## src/rtl/num_fmt_pkg.sv

```systemverilog
// Shared constants for the two's-complement / sign-magnitude converter.
package num_fmt_pkg;

    localparam logic MODE_TC2SM = 1'b0;
    localparam logic MODE_SM2TC = 1'b1;

    // Bit pattern 100..0 for a word of width w (w in 2..32).
    function automatic logic [31:0] most_neg(input int unsigned w);
        return 32'd1 << (w - 1);
    endfunction

endpackage

```

## src/rtl/num_fmt_conv_core.sv

```systemverilog
// Combinational conversion between two's complement and sign-magnitude.
// Produces the converted word plus the saturation and negative-zero flags.
module num_fmt_conv_core
    import num_fmt_pkg::*;
#(
    parameter int WIDTH = 8
) (
    input  logic [WIDTH-1:0] i_data,
    input  logic             i_mode,
    output logic [WIDTH-1:0] o_result,
    output logic             o_ovf,
    output logic             o_negz
);

    localparam logic [WIDTH-1:0] MNEG = WIDTH'(most_neg(WIDTH));

    logic             w_sign;
    logic [WIDTH-2:0] w_mag;
    logic [WIDTH-1:0] w_neg;

    assign w_sign = i_data[WIDTH-1];
    assign w_mag  = i_data[WIDTH-2:0];
    assign w_neg  = ~i_data + WIDTH'(1);

    // Positive words pass through in both directions; only negatives are rewritten.
    always_comb begin
        o_result = i_data;
        o_ovf    = 1'b0;
        o_negz   = 1'b0;
        if (w_sign) begin
            if (i_mode == MODE_TC2SM) begin
                if (i_data == MNEG) begin
                    // -2^(W-1) has no sign-magnitude form: clamp to largest negative magnitude.
                    o_result = {1'b1, {(WIDTH-1){1'b1}}};
                    o_ovf    = 1'b1;
                end else begin
                    o_result = {1'b1, w_neg[WIDTH-2:0]};
                end
            end else begin
                if (w_mag == '0) begin
                    o_result = '0;
                    o_negz   = 1'b1;
                end else begin
                    o_result = ~{1'b0, w_mag} + WIDTH'(1);
                end
            end
        end
    end

endmodule

```

## src/rtl/num_fmt_conv.sv

```systemverilog
// Two-stage streaming number-format converter with valid/ready on both sides.
// Define NUM_FMT_CONV_STATS_EN to build the saturating overflow-event counter;
// without it ovf_cnt reads 0 and clr_cnt is ignored.
module num_fmt_conv
    import num_fmt_pkg::*;
#(
    parameter int WIDTH = 8,
    parameter int CNT_W = 16
) (
    input  logic             clk,
    input  logic             rst_n,
    input  logic             in_valid,
    output logic             in_ready,
    input  logic [WIDTH-1:0] in_data,
    input  logic             in_mode,
    output logic             out_valid,
    input  logic             out_ready,
    output logic [WIDTH-1:0] out_data,
    output logic             out_ovf,
    output logic             out_negz,
    output logic [CNT_W-1:0] ovf_cnt,
    input  logic             clr_cnt
);

    logic             r_s1_valid;
    logic [WIDTH-1:0] r_s1_data;
    logic             r_s1_mode;
    logic             r_s2_valid;
    logic [WIDTH-1:0] r_out_data;
    logic             r_out_ovf;
    logic             r_out_negz;

    logic             w_s1_adv;
    logic             w_s2_adv;
    logic [WIDTH-1:0] w_result;
    logic             w_ovf;
    logic             w_negz;

    // A stage may load when it is empty or the stage after it is moving.
    assign w_s2_adv  = !r_s2_valid || out_ready;
    assign w_s1_adv  = !r_s1_valid || w_s2_adv;
    assign in_ready  = w_s1_adv;
    assign out_valid = r_s2_valid;
    assign out_data  = r_out_data;
    assign out_ovf   = r_out_ovf;
    assign out_negz  = r_out_negz;

    num_fmt_conv_core #(.WIDTH(WIDTH)) u_core (
        .i_data   (r_s1_data),
        .i_mode   (r_s1_mode),
        .o_result (w_result),
        .o_ovf    (w_ovf),
        .o_negz   (w_negz)
    );

    // Stage 1: capture the raw word and direction.
    always_ff @(posedge clk or negedge rst_n) begin
        if (!rst_n) begin
            r_s1_valid <= 1'b0;
            r_s1_data  <= '0;
            r_s1_mode  <= MODE_TC2SM;
        end else if (w_s1_adv) begin
            r_s1_valid <= in_valid;
            if (in_valid) begin
                r_s1_data <= in_data;
                r_s1_mode <= in_mode;
            end
        end
    end

    // Stage 2: capture the converted word; holds steady while stalled.
    always_ff @(posedge clk or negedge rst_n) begin
        if (!rst_n) begin
            r_s2_valid <= 1'b0;
            r_out_data <= '0;
            r_out_ovf  <= 1'b0;
            r_out_negz <= 1'b0;
        end else if (w_s2_adv) begin
            r_s2_valid <= r_s1_valid;
            if (r_s1_valid) begin
                r_out_data <= w_result;
                r_out_ovf  <= w_ovf;
                r_out_negz <= w_negz;
            end
        end
    end

`ifdef NUM_FMT_CONV_STATS_EN
    logic [CNT_W-1:0] r_ovf_cnt;

    // Count delivered saturated words; clear wins over a same-cycle increment.
    always_ff @(posedge clk or negedge rst_n) begin
        if (!rst_n) begin
            r_ovf_cnt <= '0;
        end else if (clr_cnt) begin
            r_ovf_cnt <= '0;
        end else if (r_s2_valid && out_ready && r_out_ovf && (r_ovf_cnt != '1)) begin
            r_ovf_cnt <= r_ovf_cnt + CNT_W'(1);
        end
    end

    assign ovf_cnt = r_ovf_cnt;
`else
    logic w_unused_clr;
    assign w_unused_clr = clr_cnt;
    assign ovf_cnt      = '0;
`endif

endmodule
```

## config.mk

```make
export PLATFORM = sky130hd
export DESIGN_NAME = num_fmt_conv
export DESIGN_NICKNAME = d
export VERILOG_FILES = /design/src/rtl/num_fmt_pkg.sv /design/src/rtl/num_fmt_conv_core.sv /design/src/rtl/num_fmt_conv.sv
export SDC_FILE = /design/constraint.sdc
export NUM_CORES = 1
export LEC_CHECK = 0
export ABC_AREA = 1
export CORE_ASPECT_RATIO = 1.1
export CORE_UTILIZATION = 40
export DETAILED_ROUTE_END_ITERATION = 8
export PLACE_DENSITY = 0.82
export SLEW_MARGIN = 20
export SYNTH_ARGS = -nofsm -noshare
export SYNTH_HDL_FRONTEND = slang
export SYNTH_HIERARCHICAL = 1
export SYNTH_SLANG_ARGS = --single-unit
```

## constraint.sdc

```tcl
create_clock -name clk -period 2.2 [get_ports clk]
set_clock_uncertainty 0.15 [all_clocks]
set_input_delay 0.33 -clock clk [delete_from_list [all_inputs] [get_ports clk]]
set_output_delay 0.33 -clock clk [all_outputs]
set_load 0.1 [all_outputs]
```

==> metrics.csv <==
stage;metric;value;unit
power;p_sw_share;56.0;%
logic_synthesis;synth_top_area_share;41.5;%
run;drv_cap;0;
critical_path;worst_ep_required_time;1.72;ns
logic_synthesis;avgSynthCellArea;7.54;µm²
clock_tree;cts_hold_buf;0;
clock_tree;tritoncts;yes;
critical_path;r2r_slack;0.54;ns
logic_synthesis;ys_ff_latch;21;
timing;fmaxAchievable;518;MHz
logic_synthesis;synth_fa_ha_area_share;0.988;%
drt;detail_route.iter0.violations;16;
logic_synthesis;synthDistinctLibCells;22;
power;p_total;1.65;mW
global_route;antenna_found_initial;0;
logic_synthesis;synth_ff_type;dfrtp_1;
clock_tree;clk_latency;0.30;ns
power;p_switching;0.923;mW
logic_synthesis;synth-edff-count;0;
critical_path;path_class;flip-flop to output pin;
clock_tree;numCtsBuffers;3;
clock_tree;cts_resized;0;
power;p_seq_share;32.9;%
layout;antennaDiodeCount;0;
logic_synthesis;ys_seq_area_share;41.5;%
critical_path;path_cells;nand3_2, buf_12;
floorplanning;rows;21;
critical_path;cp.arrival;1.45;ns
logic_synthesis;synth_area;0.00127;mm²
drt;viasPerCell;4.42;
outcome;status;completed;
logic_synthesis;synth-xor-area-share;0.692;%
global_route;grt_pass1_wl;3600;µm
floorplanning;die_w;55.6;µm
timing;rsz0062_at_grt;false;
logic_synthesis;yosys-top-cells-area;dfrtp_1 42%, nand2_1 20%, buf_4 11%;
drt;drc;0;
timing;setup_viol;0;
critical_path;cp-startpoint;r_s1_valid$_DFFE_PN0P_;
logic_synthesis;async_flop_share;100;%
floorplanning;start_util;41.9;%
global_route;grt_max_degree;22;
layout;drive_above_1_share;15.6;%
layout;layout.nets;208;
logic_synthesis;synth.area.mux_share;0;%
critical_path;rr_startpoint;r_s1_data[0]$_DFFE_PN0P_;
drt;totalWireLength;2090;µm
power;power.share.clock;11.2;%
logic_synthesis;netlist_instances;168;
power;power.density;1120;mW/mm²
logic_synthesis;yosysWarnings;6;
drt;dr.pass1.iters;6;
critical_path;reg2reg_depth;9;
placement;placed_cells;222;
power;total_leakage_power;0.843;nW
drt;ant_nets;0;
clock_tree;root_buffer;clkbuf_4;
drt;vias;1000;
logic_synthesis;yosys.area_share.simple;39.1;%
layout;fin_util;48.7;%
layout;final_cells;226;
timing;finalHoldViolations;0;
floorplanning;ioPinCount;42;
floorplanning;dieHeight;61.0;µm
global_route;overflow;0;
timing;finalMaxSlewViolations;0;
placement;port_buffers;24;
global_route;grt.total_usage;13.6;%
global_route;grt_pass1_vias;818;
drt;wl_per_cell;9.23;µm
logic_synthesis;synth_top_family_by_area;simple AND/OR/NAND/NOR gates;
clock_tree;cts_max_level;1;
critical_path;critPathMaxFanout;12;
timing;fin_crit_sh;87.8;%
critical_path;r2r-end;out_data[1]$_DFFE_PN0P_;
clock_tree;post_cts_buffers;0;
critical_path;cp_slowest_stage_delay;0.56;ns
floorplanning;coreArea;0.00302;mm²
min_path;hold_class;primary input to async pin;
layout;area_delta_synth_final;16.3;%
critical_path;worstSetupStartpointType;flip-flop;
power;peakVddDrop;0.828;mV
critical_path;crit_slowest_cell;dfrtp_1;
power;p_int;0.727;mW
critical_path;critPathCaptureType;output pin;
clock_tree;clk_pin_slew_worst_paths;0.11;ns
layout;nFillCells;320;
placement;dp_hpwl;1640;µm
logic_synthesis;synth_top_area_cell;dfrtp_1;
floorplanning;die_area;0.00339;mm²
placement;place.gp.congestion;0.861;
timing;fin_crit;1.93;ns
power;combinationalPowerShare;55.9;%
clock_tree;clock_path_buffers;2;
clock_tree;cts_sinks;21;
timing;tns;0;ns
logic_synthesis;synth-compound-area-share;1.48;%
## critical path, delay by kind of cell (launching register included)
family	cells	cell delay, ns
buffers and inverters	1	0.27
flip-flops	1	0.56
AND/OR/NAND/NOR	1	0.31
## cells in the final DEF, fill, tap and decap left out, drive strengths merged
master / n
nand2: 72
nand3: 26
dfrtp: 21
conb: 16
buf: 14
clkdlybuf4s50: 12
inv: 12
nor2: 7
clkbuf: 4
nor3: 2
o21ai: 2
a21oi: 1
nand3b: 1
xor2: 1
ha: 1
## worst max-delay path by stage
stage,to,slack (ns),cells after the start
floorplan,in_ready,0.31,2
finish,in_ready,0.27,2
global placement,in_ready,0.38,4
global route,in_ready,0.15,2
detailed placement,in_ready,0.38,4
CTS,in_ready,0.24,2
## sequential cells by signal (all words and copies together), names as in the netlist
name	count
out_valid	1
r_s1_mode	1
out_negz	1
r_s1_valid	1
out_ovf	1
out_data	8
r_s1_data	8
## cell families (layout without fill, tap and decap cells)
| group | count (synthesis) | in the layout |
|---|---|---|
| buffers and inverters | 33 | 42 |
| flip-flops | 21 | 21 |
| AO/OA/AOI/OAI | 3 | 3 |
| adder cells (fa/ha/maj) | 1 | 1 |
| other | 1 | 16 |
| AND/OR/NAND/NOR | 108 | 108 |
| XOR/XNOR | 1 | 1 |
## final cells by class
type / instances / area, µm² / share of cell area (%)
well taps: 34 / 42.5 / 2.89
clock buffers: 4 / 26.3 / 1.78
inverters: 12 / 45.0 / 3.06
repair buffers: 26 / 238 / 16.1
flip-flops and latches: 21 / 526 / 35.7
multi-input cells: 129 / 596 / 40.4
## per-layer routing
metal	part of all wire, %	wire (µm)	track usage (%)
met1	46	967	17.3
met2	48	1010	23.2
met3	4.2	88	2.10
met4	1.2	25	6.43
met5	0	0	0
## Yosys cell counts, types with 2 or more instances
library cell / n
nand2_1: 68
nand3_1: 24
dfrtp_1: 21
buf_4: 18
inv_1: 8
nor2_1: 5
inv_2: 4
nand2_2: 3
buf_2: 2
nor3_1: 2
o21ai_1: 2
## metrics by stage
stage,area [µm²],hold slack (ns),worst slack (ns)
detailed placement,1450,0.313,0.379
finish,1470,0.201,0.268
floorplan,1320,-0.116,0.305
CTS,1470,0.201,0.235
global route,1470,0.227,0.154
global placement,1450,0.309,0.380
## power groups by stage
| stage | Sequential, mW | Combinational, mW | Clock (mW) |
|---|---|---|---|
| 6_report | 0.543 | 0.923 | 0.185 |
| 5_1_grt | 0.559 | 0.980 | 0.204 |
| 4_1_cts | 0.545 | 0.928 | 0.192 |
| 3_5_place_dp | 0.553 | 0.928 | 0 |
| 3_3_place_gp | 0.546 | 0.920 | 0 |
| 2_1_floorplan | 0.947 | 0.380 | 0 |
Note: power is estimated with default switching activity, not from simulation.
